### src/rtl/cube_sched_pkg.sv
// rtl/cube_sched_pkg.sv - shared constants and types for the cube_sched scheduler
//
// Purpose : widths, datapath latency and the owner-tag type used by the
//           scheduler top level and its round-robin arbiter.
// Ports   : none (package).
// Config  : CUBE_SCHED_RR_EN selects round-robin arbitration in cube_rr_arbiter;
//           without it the arbiter is fixed priority (lowest index wins).

package cube_sched_pkg;

  localparam int CUBE_DATA_W  = 8;   // operand width
  localparam int CUBE_RES_W   = 24;  // cube result width (255^3 fits in 24 bits)
  localparam int CUBE_LATENCY = 2;   // cube datapath latency in cycles
  localparam int CUBE_NUM_REQ = 4;   // default requester count

  // Owner field is sized for the largest supported requester count (8).
  localparam int CUBE_OWNER_W = 3;

  typedef struct packed {
    logic                    valid;
    logic [CUBE_OWNER_W-1:0] owner;
  } tag_t;

endpackage

### src/rtl/cube_rr_arbiter.sv
// rtl/cube_rr_arbiter.sv - one-hot grant arbiter, round-robin or fixed priority
//
// Purpose : picks exactly one requester from req_i each cycle (combinationally).
// Ports   : clk, rst       - clock, asynchronous active-high reset
//           req_i          - eligible request vector (already gated by enable)
//           accept_i       - a grant was taken this cycle; advances the pointer
//           grant_o        - one-hot grant, zero when req_i is zero
//           grant_idx_o    - binary index of the granted requester
// Config  : CUBE_SCHED_RR_EN defined -> round-robin with pointer last_q
//           (reset NUM_REQ-1, so the first search begins at index 0).
//           undefined -> fixed priority, lowest index wins, no pointer built.

module cube_rr_arbiter
  import cube_sched_pkg::*;
#(
  parameter int NUM_REQ = CUBE_NUM_REQ,
  parameter int IDX_W   = (NUM_REQ > 1) ? $clog2(NUM_REQ) : 1
) (
  input  logic               clk,
  input  logic               rst,
  input  logic [NUM_REQ-1:0] req_i,
  input  logic               accept_i,
  output logic [NUM_REQ-1:0] grant_o,
  output logic [IDX_W-1:0]   grant_idx_o
);

`ifdef CUBE_SCHED_RR_EN

  logic [IDX_W-1:0] last_q;
  logic [IDX_W-1:0] last_d;

  // Search begins one past the last winner and wraps, so every active
  // requester is served within NUM_REQ accepts.
  always_comb begin
    int               idx;
    logic             found;
    logic [IDX_W-1:0] idx_l;
    grant_o     = '0;
    grant_idx_o = '0;
    found       = 1'b0;
    idx         = 0;
    idx_l       = '0;
    for (int off = 1; off <= NUM_REQ; off++) begin
      idx = int'(last_q) + off;
      if (idx >= NUM_REQ) begin
        idx = idx - NUM_REQ;
      end
      idx_l = IDX_W'(idx);
      if (!found && req_i[idx_l]) begin
        found          = 1'b1;
        grant_o[idx_l] = 1'b1;
        grant_idx_o    = idx_l;
      end
    end
  end

  always_comb begin
    last_d = last_q;
    if (accept_i) begin
      last_d = grant_idx_o;
    end
  end

  always_ff @(posedge clk or posedge rst) begin
    if (rst) begin
      last_q <= IDX_W'(NUM_REQ - 1);
    end else begin
      last_q <= last_d;
    end
  end

`else

  // Fixed priority: the pointer does not exist, so clock/reset/accept are
  // intentionally unused here.
  logic unused_fixed;
  assign unused_fixed = ^{clk, rst, accept_i};

  always_comb begin
    logic found;
    grant_o     = '0;
    grant_idx_o = '0;
    found       = 1'b0;
    for (int i = 0; i < NUM_REQ; i++) begin
      if (!found && req_i[i]) begin
        found       = 1'b1;
        grant_o[i]  = 1'b1;
        grant_idx_o = IDX_W'(i);
      end
    end
  end

`endif

endmodule

### src/rtl/cube_sched.sv
// rtl/cube_sched.sv - shares one external cube datapath among NUM_REQ requesters
//
// Purpose : grants at most one operand per cycle to the cube datapath, tracks
//           the owner through the datapath latency and returns each result
//           to its owner as a one-hot pulse.
// Ports   : clk, rst    - clock, asynchronous active-high reset
//           sched_en    - low blocks new grants; in-flight work still completes
//           req_valid   - per-requester operand offer
//           req_data    - packed operands, requester i at [8i+7:8i]
//           req_ready   - one-hot combinational grant
//           cube_in     - operand to the datapath (0 without a grant)
//           cube_out    - datapath result, valid LATENCY cycles after cube_in
//           resp_valid  - one-hot one-cycle response pulse
//           resp_data   - result qualified by resp_valid (0 otherwise)
//           inflight    - accepted operations not yet responded
// Config  : CUBE_SCHED_RR_EN (in cube_rr_arbiter) selects round-robin;
//           default build is fixed priority.

module cube_sched
  import cube_sched_pkg::*;
#(
  parameter int NUM_REQ = CUBE_NUM_REQ,
  parameter int LATENCY = CUBE_LATENCY
) (
  input  logic                           clk,
  input  logic                           rst,
  input  logic                           sched_en,
  input  logic [NUM_REQ-1:0]             req_valid,
  input  logic [NUM_REQ*CUBE_DATA_W-1:0] req_data,
  output logic [NUM_REQ-1:0]             req_ready,
  output logic [CUBE_DATA_W-1:0]         cube_in,
  input  logic [CUBE_RES_W-1:0]          cube_out,
  output logic [NUM_REQ-1:0]             resp_valid,
  output logic [CUBE_RES_W-1:0]          resp_data,
  output logic [$clog2(LATENCY+1)-1:0]   inflight
);

  localparam int IDX_W = (NUM_REQ > 1) ? $clog2(NUM_REQ) : 1;
  localparam int CNT_W = $clog2(LATENCY + 1);

  logic [NUM_REQ-1:0] req_eligible;
  logic [NUM_REQ-1:0] grant;
  logic [IDX_W-1:0]   grant_idx;
  logic               accept;
  logic               resp_fire;

  tag_t tag_q [LATENCY];
  tag_t tag_d [LATENCY];

  logic [CNT_W-1:0] inflight_q;
  logic [CNT_W-1:0] inflight_d;

  // Gating at the arbiter input makes grants vanish in the same cycle that
  // sched_en falls or rst rises.
  assign req_eligible = (sched_en && !rst) ? req_valid : '0;

  cube_rr_arbiter #(
    .NUM_REQ (NUM_REQ),
    .IDX_W   (IDX_W)
  ) u_arb (
    .clk         (clk),
    .rst         (rst),
    .req_i       (req_eligible),
    .accept_i    (accept),
    .grant_o     (grant),
    .grant_idx_o (grant_idx)
  );

  assign req_ready = grant;
  assign accept    = |(grant & req_valid);

  // One-hot AND-OR operand mux; zero when nothing is granted.
  always_comb begin
    cube_in = '0;
    for (int i = 0; i < NUM_REQ; i++) begin
      cube_in = cube_in | (req_data[i*CUBE_DATA_W +: CUBE_DATA_W] & {CUBE_DATA_W{grant[i]}});
    end
  end

  // Owner tags travel alongside the operand through the datapath so the
  // last stage lines up with cube_out.
  always_comb begin
    tag_d[0].valid = accept;
    tag_d[0].owner = accept ? CUBE_OWNER_W'(grant_idx) : '0;
    for (int s = 1; s < LATENCY; s++) begin
      tag_d[s] = tag_q[s-1];
    end
  end

  always_ff @(posedge clk or posedge rst) begin
    if (rst) begin
      for (int s = 0; s < LATENCY; s++) begin
        tag_q[s] <= '0;
      end
    end else begin
      for (int s = 0; s < LATENCY; s++) begin
        tag_q[s] <= tag_d[s];
      end
    end
  end

  assign resp_fire = tag_q[LATENCY-1].valid;

  always_comb begin
    resp_valid = '0;
    for (int i = 0; i < NUM_REQ; i++) begin
      if (resp_fire && (tag_q[LATENCY-1].owner == CUBE_OWNER_W'(i))) begin
        resp_valid[i] = 1'b1;
      end
    end
  end

  assign resp_data = resp_fire ? cube_out : '0;

  // Equals the number of valid tag stages; accept and response together
  // cancel out.
  assign inflight_d = inflight_q + CNT_W'(accept) - CNT_W'(resp_fire);

  always_ff @(posedge clk or posedge rst) begin
    if (rst) begin
      inflight_q <= '0;
    end else begin
      inflight_q <= inflight_d;
    end
  end

  assign inflight = inflight_q;

endmodule
### config.mk
export PLATFORM = sky130hd
export DESIGN_NAME = cube_sched
export DESIGN_NICKNAME = d
export VERILOG_FILES = /design/src/rtl/cube_sched_pkg.sv /design/src/rtl/cube_rr_arbiter.sv /design/src/rtl/cube_sched.sv
export SDC_FILE = /design/constraint.sdc
export NUM_CORES = 1
export LEC_CHECK = 0
export ABC_CLOCK_PERIOD_IN_PS = 1450
export BUFFER_PORTS_ARGS = -buffer_cell sky130_fd_sc_hd__buf_2
export CAP_MARGIN = 20
export CORE_UTILIZATION = 31
export DETAILED_ROUTE_END_ITERATION = 10
export PLACE_DENSITY = 0.81
export SLEW_MARGIN = 20
export SYNTH_ARGS = -nofsm -noshare
export SYNTH_HDL_FRONTEND = slang
export SYNTH_SLANG_ARGS = --single-unit
### constraint.sdc
create_clock -name clk -period 1.45 [get_ports clk]
set_input_delay 0.2175 -clock clk [delete_from_list [all_inputs] [get_ports clk]]
set_output_delay 0.2175 -clock clk [all_outputs]
set_load 0.01 [all_outputs]
==> impl_summary.log <==
[metrics] run status: completed
[metrics] synthesized-area fraction occupied by and/or/nand/nor cells: 0.397
[metrics] post-synth net total: 152
[metrics] final core utilization: 0.623
[metrics] residual overflow from global routing: 0
[metrics] Finished Layout Cells: 226
[metrics] startpoint of the worst hold path: req_valid[1]
[metrics] clock transition time at the flip-flop clock pins of the worst setup and hold paths: 0.05 ns
[metrics] post-layout minimum cycle time: 1.41 ns
[metrics] Max Fclk: 707 MHz
[metrics] first-pass GRT wire length: 3.89 mm
[metrics] total number of vias: 1091
[metrics] biggest area contributors in the synthesized netlist: sky130_fd_sc_hd__dfrtp_1, sky130_fd_sc_hd__and2_1, sky130_fd_sc_hd__a221o_1, sky130_fd_sc_hd__a32o_1, sky130_fd_sc_hd__nand2b_1
[metrics] worst-margin pin slew: 0.362 ns
[metrics] final weighted congestion in routability-driven placement: 0.803
[metrics] number of setup violations in the final report: 0
[metrics] routed wire length: 2.75 mm
[metrics] critical register-to-register path startpoint: resp_fire
[metrics] Data arrival, critical path: 1.20 ns
[metrics] # H-tree levels: 1
[metrics] number of antenna violations at the first check in global routing: 0
[metrics] number of diodes added for antenna fixing: 0
[metrics] Area Overhead vs Synth: 83.8%
[metrics] final-report max-slew violation count: 0
[metrics] worst hold-check path type: input pin to flip-flop
[metrics] synthesized-area fraction occupied by xor and xnor cells: 0.0227
[metrics] cells after synthesis: 87
[metrics] dominant combinational cell family by area after synthesis: simple AND/OR/NAND/NOR gates
[metrics] adder-cell area share of the yosys netlist: 0.0324
[metrics] mean instance size in the synthesized netlist: 8.87 um2
[metrics] cell mode on critical path: sky130_fd_sc_hd__buf_2
[metrics] Synth Area in Compound Gates: 0.227
[metrics] Register-to-Register Setup Slack: 0.17 ns
[metrics] leakage power figure: 0.854 nW
[metrics] count of routing violations after the opening detailed-route iteration: 14
[metrics] first-pass iteration count of the detailed router: 4
[metrics] type of destination of the critical path: output port
[metrics] share of synthesized area occupied by flip-flops and latches: 0.259
[metrics] Chip Width: 51.9 um
[metrics] Final Hold Violating Endpoints: 0
[metrics] final routed DRC violation total: 0
[metrics] Final Total Pwr: 0.837 mW
[metrics] number of rows created at floorplan: 17
[metrics] sink count of the clock tree: 8
[metrics] post-synthesis instance area: 772 um2
[metrics] data required time of the critical path: 1.23 ns
[metrics] port bufs: 104
[metrics] count of yosys warnings during synthesis: 0
[metrics] category of the worst setup path launch point: input pin
[metrics] highest ir drop seen on vdd: 0.377 mV
[metrics] post-detailed-placement half-perimeter wirelength: 2.24 mm
[metrics] ratio of total power to cell area: 590 nW/um2
[metrics] final cycle utilization of the critical path: 0.976
[metrics] Netlist cell types: 25
[metrics] worst-path fanout max: 8
[metrics] slowest stage cell, crit path: sky130_fd_sc_hd__a221o_1
[metrics] fraction of layout instances using a drive strength above 1: 0.611
[metrics] aggregate global-route resource usage: 0.194
[metrics] total of flip-flops plus latches after synthesis: 8
[metrics] setup repair after global routing missed its margin: false
[metrics] CTS tree: done
[metrics] ordered list of cells on the worst path: buf_2, buf_6, a221o_1, a32o_1, buf_2
[metrics] insertion delay of the later-clocked pin in the worst-skew pair: 0.25 ns
[metrics] area of the core region: 2280 um2
[metrics] Routed wire per std cell: 12.2 um
[metrics] initial core utilization: 0.339
[metrics] number of ports placed on the die boundary: 105
[metrics] count of max-cap constraint violations: 0
[metrics] Placed Cells: 221
[metrics] largest clock skew in the final design: 0.00412 ns
[metrics] reg-to-reg critical path endpoint: inflight[1]
[metrics] hold path endpoint: tag_d[1]
[metrics] maximum clock path buffer count: 2
[metrics] total CTS buffers: 3
[metrics] slowest stage delay, CP: 0.31 ns
[metrics] hold-critical path depth: 3
[metrics] multiplexer area fraction after synthesis: 0
[metrics] number of cell instances on the worst register-to-register path: 5
[metrics] cell type with the largest total area after synthesis: sky130_fd_sc_hd__dfrtp_1
[metrics] per-cell via count in the routed design: 4.83
[metrics] vertical die dimension: 51.9 um
[metrics] die area: 2690 um2
[metrics] critical path type: input pin to output port
[metrics] final design area excluding fillers: 1420 um2
[metrics] number of global-route vias before repair: 973
[metrics] root buffer cell: sky130_fd_sc_hd__clkbuf_4
[metrics] critical path launch point: req_valid[2]
[metrics] portion of synthesized cell area occupied by the leading cell type: 0.259
[metrics] largest net degree at the start of global routing: 29
[metrics] Area after DPL: 1360 um2
[metrics] post-detailed-route count of antenna-violating nets: 0
[metrics] number of post-CTS setup repair buffers: 0
[metrics] worst relative slew slack: 0.759
[metrics] Net count, final: 265
[registers in the layout, indices dropped and copies added (netlist names)]
| signal | count |
|---|---|
| resp_fire | 1 |
| tag_q | 2 |
| inflight | 2 |
| tag_d | 3 |
[critical path: cells and delay by family]
family	cells	cell delay [ns]
buffers and inverters	3	0.42
AOI/OAI and AO/OA	2	0.56
[where the power goes]
part / internal [mW] / switching, mW / total, mW
combinational: 0.213 / 0.174 / 0.387
sequential: 0.260 / 0.0240 / 0.284
clock: 0.0945 / 0.0722 / 0.167
total: 0.567 / 0.270 / 0.837
[synth_stat cells]
library cell,n
sky130_fd_sc_hd__nor3b_1,1
sky130_fd_sc_hd__and3_1,2
sky130_fd_sc_hd__dfrtp_1,8
sky130_fd_sc_hd__clkbuf_1,3
sky130_fd_sc_hd__nor2_2,1
sky130_fd_sc_hd__nor4b_2,1
sky130_fd_sc_hd__buf_2,2
sky130_fd_sc_hd__inv_2,1
sky130_fd_sc_hd__buf_6,1
sky130_fd_sc_hd__a21o_1,1
sky130_fd_sc_hd__a221o_1,8
sky130_fd_sc_hd__nor2_1,3
sky130_fd_sc_hd__nor2b_4,1
sky130_fd_sc_hd__nor4_1,1
sky130_fd_sc_hd__nand2b_1,9
sky130_fd_sc_hd__a32o_1,8
sky130_fd_sc_hd__and2_1,25
sky130_fd_sc_hd__nor4b_1,1
sky130_fd_sc_hd__ha_1,2
sky130_fd_sc_hd__o21a_1,1
sky130_fd_sc_hd__nand2_1,1
sky130_fd_sc_hd__xnor2_1,2
sky130_fd_sc_hd__inv_1,2
sky130_fd_sc_hd__and3b_1,1
sky130_fd_sc_hd__buf_1,1
[timing repair]
item | CTS | global route
hold buffers | 1 | 0
endpoints found under the setup margin | 0 | 8
hold endpoints to repair | 8 | 0
gates resized for setup | 0 | 6
[kinds of logic (layout without fill, tap and decap cells)]
family	Yosys count	count (layout)
simple gates	47	47
compound gates	18	18
buf+inv	10	121
flops	8	8
fa+ha+maj	2	2
xor+xnor	2	2
[routing by layer]
metal / track usage / vias up / part of all wire
li1: - / 537 / -
met1: 0.189 / 476 / 0.36
met2: 0.404 / 76 / 0.54
met3: 0.00585 / 2 / 0.093
met4: 0.0946 / 0 / 0.0069
met5: 0 / - / 0
[per-stage QoR]
| step | setup TNS (ns) | setup slack (ns) | hold slack (ns) |
|---|---|---|---|
| 3_3_place_gp | -0.0228 | -0.0228 | 0.205 |
| 4_1_cts | 0 | 0.00434 | 0.274 |
| 2_1_floorplan | 0 | 0.00248 | 0.0384 |
| 3_5_place_dp | -0.107 | -0.107 | 0.220 |
| 6_report | 0 | 0.0355 | 0.298 |
| 5_1_grt | 0 | 0.00267 | 0.305 |
[cells in the final DEF (no fill, tap or decap), types with 3 or more instances in the layout]
master	count
sky130_fd_sc_hd__dfrtp_1	8
sky130_fd_sc_hd__and2_1	25
sky130_fd_sc_hd__buf_2	104
sky130_fd_sc_hd__nor2_1	3
sky130_fd_sc_hd__a32o_1	8
sky130_fd_sc_hd__a221o_1	8
sky130_fd_sc_hd__buf_4	7
sky130_fd_sc_hd__nand2b_1	9
sky130_fd_sc_hd__clkbuf_4	3
[how the worst max path moves through the flow]
| stage | depth (start not counted) | to | slack (ns) |
|---|---|---|---|
| CTS | 5 | cube_in[5] | 0.004 |
| global route | 3 | resp_valid[0] | 0.003 |
| floorplan | 7 | inflight[1] | 0.002 |
| detailed placement | 8 | inflight[1] | -0.11 |
| finish | 5 | cube_in[5] | 0.04 |
| global placement | 8 | inflight[1] | -0.02 |
[layout make-up]
class	count	area, um2
Inverter	3	11.3
Timing Repair Buffer	115	621
Fill cell	197	857
Tap cell	28	35.0
Multi-Input combinational cell	69	529
Clock buffer	3	22.5
Sequential cell	8	200
Note: power is estimated with default switching activity, not from simulation.
